--- src/rtl/camera_fifo_ctrl_pkg.sv ---
// Shared types and width helpers for the camera prefetch FIFO read-side burst scheduler.
// State encodings are fixed so that debug probes decode the same values everywhere.
package camera_fifo_ctrl_pkg;

  typedef enum logic [1:0] {
    IDLE = 2'd0,
    REQ  = 2'd1,
    DATA = 2'd2
  } state_t;

  // Bits needed to hold values 0..value-1; never returns less than 1.
  function automatic int clog2(input longint unsigned value);
    int w;
    longint unsigned v;
    w = 0;
    v = (value > 0) ? value - 1 : 0;
    while (v > 0) begin
      w++;
      v = v >> 1;
    end
    return (w == 0) ? 1 : w;
  endfunction

  // Width of the per-frame word counters (must hold 0..frame_words).
  function automatic int cnt_width(input int frame_words);
    return clog2(longint'(frame_words) + 1);
  endfunction

  // Width of a burst length field (must hold 1..burst_len).
  function automatic int len_width(input int burst_len);
    return clog2(longint'(burst_len) + 1);
  endfunction

endpackage

--- src/rtl/camera_burst_addr_gen.sv ---
// Frame bookkeeping: words remaining, offset in the buffer, buffer ring index,
// and the next burst's length and start address.
module camera_burst_addr_gen
  import camera_fifo_ctrl_pkg::*;
#(
  parameter int BURST_LEN   = 64,
  parameter int FRAME_WORDS = 1280 * 720,
  parameter int NUM_BUF     = 3,
  parameter int BUF_STRIDE  = 2 ** 20,
  parameter int ADDR_W      = 28,
  parameter int CNT_W       = cnt_width(FRAME_WORDS),
  parameter int LEN_W       = len_width(BURST_LEN)
) (
  input  logic              rd_clk,
  input  logic              rd_rst,
  input  logic              sof_take,
  input  logic              burst_done,
  input  logic [LEN_W-1:0]  done_len,
  output logic [CNT_W-1:0]  remain,
  output logic              remain_nz,
  output logic [LEN_W-1:0]  next_len,
  output logic [ADDR_W-1:0] next_addr,
  output logic [1:0]        buf_idx,
  output logic              drop
);

  logic [CNT_W-1:0] offset;
  logic             first_q;

  // NOTE: async-reset flops use non-blocking assignments so every register
  // samples the pre-edge values of its neighbours.
  always_ff @(posedge rd_clk or posedge rd_rst) begin
    if (rd_rst) begin
      remain  <= '0;
      offset  <= '0;
      buf_idx <= '0;
      first_q <= 1'b1;
    end else if (sof_take) begin
      // The very first frame after reset lands in buffer 0 without advancing.
      if (!first_q) begin
        buf_idx <= (buf_idx == 2'(NUM_BUF - 1)) ? 2'd0 : buf_idx + 2'd1;
      end
      remain  <= CNT_W'(FRAME_WORDS);
      offset  <= '0;
      first_q <= 1'b0;
    end else if (burst_done) begin
      remain <= remain - CNT_W'(done_len);
      offset <= offset + CNT_W'(done_len);
    end
  end

  assign remain_nz = |remain;
  assign drop      = sof_take & remain_nz & ~first_q;

  assign next_len  = (32'(remain) >= 32'(BURST_LEN)) ? LEN_W'(BURST_LEN) : LEN_W'(remain);
  // Arithmetic is done at ADDR_W bits, which wraps exactly like truncation.
  assign next_addr = ADDR_W'(buf_idx) * ADDR_W'(BUF_STRIDE) + ADDR_W'(offset);

endmodule

--- src/rtl/camera_fifo_burst_ctrl.sv ---
// Read-side scheduler: drains the prefetch FIFO into length-tagged write bursts
// toward the frame-buffer port and walks the ring of frame buffers.
module camera_fifo_burst_ctrl
  import camera_fifo_ctrl_pkg::*;
#(
  parameter int DATA_W      = 16,
  parameter int BURST_LEN   = 64,
  parameter int FRAME_WORDS = 1280 * 720,
  parameter int NUM_BUF     = 3,
  parameter int BUF_STRIDE  = 2 ** 20,
  parameter int ADDR_W      = 28,
  parameter int LEN_W       = len_width(BURST_LEN)
) (
  input  logic              rd_clk,
  input  logic              rd_rst,
  input  logic              en,
  input  logic              frame_start,
  input  logic              fifo_rd_vld,
  input  logic [DATA_W-1:0] fifo_rd_data,
  output logic              fifo_rd_en,
  output logic              mem_req,
  input  logic              mem_gnt,
  output logic [ADDR_W-1:0] mem_addr,
  output logic [LEN_W-1:0]  mem_len,
  output logic              mem_wvalid,
  input  logic              mem_wready,
  output logic [DATA_W-1:0] mem_wdata,
  output logic              mem_wlast,
  output logic [1:0]        buf_idx,
  output logic              frame_done,
  output logic              frame_drop,
  output logic              busy
);

  localparam int CNT_W = cnt_width(FRAME_WORDS);

  state_t           state, state_nxt;
  logic [LEN_W-1:0] beat_cnt, len_q;
  logic             sof_pend;
  logic             sof_take, start, beat, last_beat;

  logic [CNT_W-1:0]  remain;
  logic              remain_nz, drop;
  logic [LEN_W-1:0]  next_len;
  logic [ADDR_W-1:0] next_addr;

  camera_burst_addr_gen #(
    .BURST_LEN  (BURST_LEN),
    .FRAME_WORDS(FRAME_WORDS),
    .NUM_BUF    (NUM_BUF),
    .BUF_STRIDE (BUF_STRIDE),
    .ADDR_W     (ADDR_W),
    .CNT_W      (CNT_W),
    .LEN_W      (LEN_W)
  ) u_addr_gen (
    .rd_clk    (rd_clk),
    .rd_rst    (rd_rst),
    .sof_take  (sof_take),
    .burst_done(last_beat),
    .done_len  (len_q),
    .remain    (remain),
    .remain_nz (remain_nz),
    .next_len  (next_len),
    .next_addr (next_addr),
    .buf_idx   (buf_idx),
    .drop      (drop)
  );

  // Write-side handshake is combinational so pops track mem_wready exactly.
  assign mem_req    = (state == REQ);
  assign mem_wvalid = (state == DATA) & fifo_rd_vld;
  assign fifo_rd_en = (state == DATA) & mem_wready;
  assign mem_wlast  = (state == DATA) & (beat_cnt == len_q - LEN_W'(1));
  assign mem_wdata  = fifo_rd_data;
  assign mem_len    = len_q;
  assign busy       = (state != IDLE);
  assign beat       = mem_wvalid & mem_wready;
  assign last_beat  = beat & mem_wlast;

  always_ff @(posedge rd_clk or posedge rd_rst) begin
    if (rd_rst) state <= IDLE;
    else        state <= state_nxt;
  end

  // NOTE: every signal driven here gets a default first, so no path leaves
  // it unassigned and no latch is inferred.
  always_comb begin
    state_nxt = state;
    sof_take  = 1'b0;
    start     = 1'b0;
    unique case (state)
      IDLE: begin
        // A pending start-of-frame wins over launching another burst.
        if (sof_pend) begin
          sof_take = 1'b1;
        end else if (en && fifo_rd_vld && remain_nz) begin
          start     = 1'b1;
          state_nxt = REQ;
        end
      end
      REQ:     if (mem_gnt)   state_nxt = DATA;
      DATA:    if (last_beat) state_nxt = IDLE;
      default: state_nxt = IDLE;
    endcase
  end

  always_ff @(posedge rd_clk or posedge rd_rst) begin
    if (rd_rst) begin
      beat_cnt   <= '0;
      len_q      <= '0;
      mem_addr   <= '0;
      sof_pend   <= 1'b0;
      frame_done <= 1'b0;
      frame_drop <= 1'b0;
    end else begin
      // A new pulse in the consuming cycle keeps the flag set.
      sof_pend   <= frame_start | (sof_pend & ~sof_take);
      frame_drop <= drop;
      frame_done <= last_beat & (32'(remain) == 32'(len_q));
      if (start) begin
        len_q    <= next_len;
        mem_addr <= next_addr;
      end
      if (state == REQ) beat_cnt <= '0;
      else if (beat)    beat_cnt <= beat_cnt + LEN_W'(1);
    end
  end

endmodule

--- config.mk ---
export PLATFORM = sky130hd
export DESIGN_NAME = camera_fifo_burst_ctrl
export DESIGN_NICKNAME = d
export VERILOG_FILES = /design/src/rtl/camera_fifo_ctrl_pkg.sv /design/src/rtl/camera_burst_addr_gen.sv /design/src/rtl/camera_fifo_burst_ctrl.sv
export SDC_FILE = /design/constraint.sdc
export NUM_CORES = 1
export LEC_CHECK = 0
export CORE_UTILIZATION = 54
export DETAILED_ROUTE_END_ITERATION = 7
export PLACE_DENSITY = 0.8
export SLEW_MARGIN = 20
export SYNTH_ARGS = -nofsm -noshare
export SYNTH_HDL_FRONTEND = slang
export SYNTH_HIERARCHICAL = 1
export SYNTH_SLANG_ARGS = --single-unit
--- constraint.sdc ---
create_clock -name rd_clk -period 3.1 [get_ports rd_clk]
set_input_delay 0.62 -clock rd_clk [delete_from_list [all_inputs] [get_ports rd_clk]]
set_output_delay 0.62 -clock rd_clk [all_outputs]
set_load 0.02 [all_outputs]
## Word level (Yosys, flattened, before mapping)

Index checks and enable logic that the tools add are counted.

- Register bits after elaboration: 90
- Latch bits: 0
- Bits in writable memories: 0
- Bits in read-only memories: 0
- Output and inout port bits: 60
- Memories: 0

- Add/sub/neg operators: 6
- Multipliers: 0
- Divide/modulo/power cells: 0
- Magnitude comparators: 1
- Eq/ne operators: 9
- Shifts and indexed selects: 0
- Mux-type cells: 18
- Bitwise operators: 12
- Reductions and logical operators: 9

Operators by type and width:

| kind | number |
|---|---|
| 20-bit two-way mux | 4 |
| 22-bit by 20-bit adder with 23-bit output | 1 |
| 7-bit two-way mux | 3 |
| 20-bit by 7-bit adder with 20-bit output | 1 |
| 20-bit by 7-bit == test with 1-bit output | 1 |
| 20-bit by 7-bit greater-or-equal comparator with 1-bit output, second input constant | 1 |
| 20-bit OR reduction | 1 |
| 20-bit by 7-bit subtractor with 20-bit output | 1 |
| 2-bit two-way mux | 5 |
| 1-bit bitwise AND | 9 |
| 7-bit by 1-bit adder with 7-bit output, second input constant | 1 |
| 7-bit == test | 1 |
| 7-bit by 1-bit subtractor with 7-bit output, second input constant | 1 |
| 2-bit != test, second input constant | 3 |
| 2-bit one-hot mux with 3 select lines | 1 |
| 2-bit nonzero test | 3 |
| 1-bit two-way mux | 5 |
| 2-bit == test, second input constant | 2 |
| 4-bit AND reduction | 1 |
| 2-bit by 1-bit adder with 2-bit output, second input constant | 1 |
| 2-bit by 1-bit == test with 1-bit output, second input constant | 1 |
| 1-bit logical AND | 2 |
| 2-bit zero test | 1 |
| 2-bit by 1-bit != test with 1-bit output, second input constant | 1 |
| other kinds (3) | 4 |

## Logic depth before layout (Yosys ltp)

Gate-level depths: netlist (run 1).

- Word-level depth: 6
- Mapped depth: 12

## Modules after synthesis

The synthesis (run 1) kept the hierarchy.

By module, submodules not included:

| module | times used | cells an instance | area each (µm²) |
|---|---|---|---|
| camera_burst_addr_gen | 1 | 306 | 2849.0 |
| camera_fifo_burst_ctrl | 1 | 192 | 2318.5 |

## Worst setup path before layout (run 1)

OpenSTA, ideal clock, no wires.

- Path type: register to register
- Start point: register len_q[0], in the netlist mem_len[0]
- End point: register u_addr_gen.remain[12]
- Setup time: 69 ps
- Arrival time: 2765 ps
- Required time: 3031 ps
- Path slack: 267 ps
- Cell stages (with the launch flop): 13
- Path buffers: 1
- Period minus slack after synthesis: 2833 ps
- Cells stage by stage: dfrtp_1 > inv_1 > ha_1 > xnor2_1 > nor3_1 > o211ai_1 > a211oi_2 > buf_4 > or2_2 > nand3b_4 > a21o_1 > or4_1 > nand3_1

- Word-level cells in the longest chain between the ends: 5
- Elaborated cells between the ends (all ways): 8

RTL lines:

| item | line | source |
|---|---|---|
| from (decl) | camera_fifo_burst_ctrl.sv:38 | `logic [LEN_W-1:0] beat_cnt, len_q;` |
| from (signal assigned) | camera_fifo_burst_ctrl.sv:121 | `len_q <= next_len;` |
| 7-bit by 1-bit subtractor with 7-bit output | camera_fifo_burst_ctrl.sv:73 | `assign mem_wlast = (state == DATA) & (beat_cnt == len_q - LEN_W'(1));` |
| 7-bit == test | camera_fifo_burst_ctrl.sv:73 |  |
| 1-bit bitwise AND | camera_fifo_burst_ctrl.sv:73 |  |
| 1-bit bitwise AND | camera_fifo_burst_ctrl.sv:78 | `assign last_beat = beat & mem_wlast;` |
| net last_beat | camera_fifo_burst_ctrl.sv:40 | `logic sof_take, start, beat, last_beat;` |
| 2-bit nonzero test (no line) | - |  |
| to (signal assigned) | camera_burst_addr_gen.sv:43 | `remain <= CNT_W'(FRAME_WORDS);` |
| to (signal assigned) | camera_burst_addr_gen.sv:47 | `remain <= remain - CNT_W'(done_len);` |
| to (decl) | camera_burst_addr_gen.sv:19 | `output logic [CNT_W-1:0] remain,` |

The timed path passes the listed nets, and every way through them passes these cells. The select of a mux whose other input is x is not followed.
A chain may end at the register's enable or synchronous reset.

## Worst setup path after layout (run 1)

- Start point: register len_q[0], in the netlist mem_len[0]
- End point: register u_addr_gen.offset[6]

- Word-level cells in the longest chain between the ends: 5
- Elaborated cells between the ends (all ways): 8

RTL lines:

| item | line | source |
|---|---|---|
| 7-bit by 1-bit subtractor with 7-bit output | camera_fifo_burst_ctrl.sv:73 |  |
| 7-bit == test | camera_fifo_burst_ctrl.sv:73 |  |
| 1-bit bitwise AND | camera_fifo_burst_ctrl.sv:73 |  |
| 1-bit bitwise AND | camera_fifo_burst_ctrl.sv:78 |  |
| net last_beat | camera_fifo_burst_ctrl.sv:40 |  |
| 2-bit nonzero test (no line) | - |  |
| to (signal assigned) | camera_burst_addr_gen.sv:48 | `offset <= offset + CNT_W'(done_len);` |
| to (decl) | camera_burst_addr_gen.sv:27 | `logic [CNT_W-1:0] offset;` |

The timed path passes the listed nets, and every way through them passes these cells. The select of a mux whose other input is x is not followed.

==> out/metrics.cfg, run 1 <==
[floorplan]
die_w_um = 99.83
dieArea_um2 = 9965
start_util_pct = 55.92
rows = 35
fp.dieH_um = 99.83
coreArea_um2 = 9240
io_pins = 83

[power]
pwr-share-comb_pct = 39.9
p_int_w = 0.002417
switchingPower_w = 0.001511
swShare_pct = 38.46
leakage_nw = 2.603
power_w = 0.003928
irDropWorstVdd_v = 0.0003933
powerDensity_nw_per_um2 = 662.1
p_seq_share_pct = 38.3
clkPwrFrac_pct = 21.7

[layout]
antenna-diode-count = 0
final_cell_mix = 89 x dfrtp_1, 49 x clkdlybuf4s50_1, 40 x mux2_2
fin_util_pct = 64.20
drive_above_1_share_pct = 17.68
area_growth_pct = 14.79
final_cells = 672
finalNetCount = 579
final_common_cell = dfrtp_1
fillCellCount = 741

[setup_path]
r2r-start = mem_len[0]$_DFFE_PP0P_
r2r_slack_ps = 190
arrival_ps = 3140
path_max_fanout = 26
r2r_cells = 9
worstSetupStartpointType = flop
crit_path_end_kind = flop
cp.required_ps = 3330
r2r_end = u_addr_gen/offset[6]$_DFFE_PP0P_
crit_type = flop to flop

[min_path]
hold_path_end = u_addr_gen/first_q$_DFFE_PP1P_
hp-start = u_addr_gen/first_q$_DFFE_PP1P_
min_path_type = flop to flop
hold_depth = 1

[synthesis]
synth-simple-area-share_pct = 18.06
synth_cells = 498
synth_mux_area_share_pct = 10.46
synthXorXnorAreaFrac_pct = 4.915
synth-adder-area-share_pct = 4.649
yosysSeqAreaShare_pct = 43.61
synth-edff-count = 0
yosys_most_used_dff = dfrtp_1
netlist_area_um2 = 5167
yosysUniqueCellTypes = 68
ys_ff_latch = 90
synth.avg_cell_area_um2 = 10.38
synth-compound-area-share_pct = 11.14
synth_top_family_by_area = simple AND/OR/NAND/NOR gates
ys_warn_count = 6
ys_async_sr_fraction_pct = 100.0

[detailed_routing]
wl_per_cell_um = 15.52
vias_per_cell = 5.690
antenna_violating_nets_post_route = 0
wirelength_um = 10430
route.vias.total = 3824
drc = 0
drtIter0Drc = 131
dr.pass1.iters = 4

[global_routing]
grt_pass1_vias = 3710
grt_max_degree = 44
grt_pass1_wl_um = 17530
grt-ovfl-total = 0
grtUsageTotal_pct = 22.19
antenna_found_initial = 0

[run_status]
outcome = completed

[place]
io_buffer_count = 50
place_congestion = 0.8797
dp.cells = 656
dp_hpwl_um = 7619

[clocking]
cts_buffers = 9
clk_pin_slew_ps = 100
post_cts_buffers = 0
cts_root_buf = clkbuf_8
clock_path_buffers = 2
cts_tree = yes
clkLatencyLatePin_ps = 360
htree_levels = 3
cts_sinks = 90

[timing]
holdWs_ps = 499.3
clock_skew_ps = 9.961
hold_violations = 0
report.final.slew_viol_count = 0
relSlewSlack_pct = 63.41
tightestPinTransition_ps = 548.9
fin_crit_ps = 2907
setup_viol = 0
fmax_mhz = 344.0
finalCritPeriodShare_pct = 93.76

[run]
cap_violations = 0

synth_stat cells (5+ instances only):
| master | instances | area share (%) |
|---|---|---|
| nor4_1 | 6 | 0.73 |
| a21o_1 | 10 | 1.5 |
| a21oi_1 | 25 | 2.4 |
| xor2_1 | 14 | 2.4 |
| buf_2 | 5 | 0.48 |
| or4_1 | 6 | 0.87 |
| nand3_1 | 16 | 1.5 |
| buf_4 | 27 | 3.9 |
| o21ai_0 | 13 | 1.3 |
| nand2_1 | 16 | 1.2 |
| and2_1 | 9 | 1.1 |
| inv_1 | 20 | 1.5 |
| xnor2_1 | 15 | 2.5 |
| nand4_1 | 9 | 1.1 |
| nand2b_1 | 11 | 1.3 |
| or3_1 | 8 | 0.97 |
| dfrtp_1 | 89 | 43 |
| o31ai_1 | 5 | 0.73 |
| nor2_1 | 40 | 2.9 |
| mux2i_1 | 9 | 1.7 |
| mux2_2 | 40 | 8.7 |
| nor3_1 | 9 | 0.87 |
| nor2b_1 | 12 | 1.5 |
| clkbuf_1 | 6 | 0.44 |
| ha_1 | 16 | 3.9 |
through the flow:
| stage | setup slack [ps] | setup TNS [ps] | area (um^2) |
|---|---|---|---|
| floorplan | 266.6 | 0 | 5186 |
| global placement | 134.8 | 0 | 5700 |
| detailed placement | 80.02 | 0 | 5700 |
| CTS | 113.2 | 0 | 5917 |
| global route | -4.297 | -4.297 | 5932 |
| finish | 193.3 | 0 | 5932 |
worst max-delay path by stage:
stage / startpoint / endpoint / slack, ps / cells after the start
after detailed placement: mem_wready / u_addr_gen/offset[6]$_DFFE_PP0P_ / 80 / 7
after CTS: mem_len[0]$_DFFE_PP0P_ / mem_wlast / 110 / 7
after floorplan: mem_len[0]$_DFFE_PP0P_ / u_addr_gen/remain[12]$_DFFE_PP0P_ / 270 / 12
final: mem_len[0]$_DFFE_PP0P_ / u_addr_gen/offset[6]$_DFFE_PP0P_ / 190 / 9
after global placement: mem_wready / u_addr_gen/offset[16]$_DFFE_PP0P_ / 130 / 9
after global routing: mem_len[0]$_DFFE_PP0P_ / u_addr_gen/offset[17]$_DFFE_PP0P_ / -4 / 11
repair_timing:
item	CTS	global route
hold buffers	0	0
gates resized for setup	1	6
setup endpoints to repair	1	14
pin swaps	0	1
flip-flops by register name, indices dropped and copies added (netlist names):
name,cells
beat_cnt,7
frame_done,1
frame_drop,1
mem_addr,28
mem_len,7
sof_pend,1
state,2
u_addr_gen/buf_idx,2
u_addr_gen/first_q,1
u_addr_gen/offset,20
u_addr_gen/remain,20
metal layers:
layer  part of all wire [%]  track usage [%]  vias up
met5                      0                0        -
met4                    1.1            6.109        0
met3                    4.5            4.457       16
met2                     50            37.77      107
met1                     44            28.95     1880
li1                       -                -     1821
power by group through the flow:
stage               logic, W  clock network (W)  registers (W)
detailed placement   0.00155                  0        0.00153
CTS                  0.00156           0.000877        0.00151
global route         0.00171           0.000920        0.00153
global placement     0.00150                  0        0.00152
floorplan            0.00101                  0        0.00161
finish               0.00157           0.000853        0.00151
area by class of cell:
| class | count | area, um^2 | area share, % |
|---|---|---|---|
| Sequential cell | 90 | 2253 | 37.99 |
| Timing Repair Buffer | 67 | 623.1 | 10.50 |
| Inverter | 20 | 75.07 | 1.266 |
| Clock buffer | 9 | 123.9 | 2.088 |
| Tap cell | 129 | 161.4 | 2.721 |
| Clock inverter | 7 | 93.84 | 1.582 |
| Multi-Input combinational cell | 350 | 2601 | 43.85 |
logic make-up after synthesis:
| family | Yosys count |
|---|---|
| AO/OA/AOI/OAI | 84 |
| XOR/XNOR | 29 |
| adder cells (fa/ha/maj) | 18 |
| buffers and inverters | 63 |
| flip-flops | 90 |
| multiplexers | 49 |
| other | 1 |
| AND/OR/NAND/NOR | 164 |
worst max-delay path, cell delays in order (launching register included):
cell and delay, ps:
dfrtp_1 450, inv_1 100, ha_1 210, nor3b_2 240, a21o_1 140, nand3_1 190, a211oi_4 340, buf_4 350
or4b_2 610, o311ai_0 140
Note: power is estimated with default switching activity, not from simulation.
==> inputs of run 2 (changes only) <==
- CTS_CLUSTER_DIAMETER: not set -> 120
==> results of run 2 <==
Final layout, timing and power as in run 1 (identical DEF).
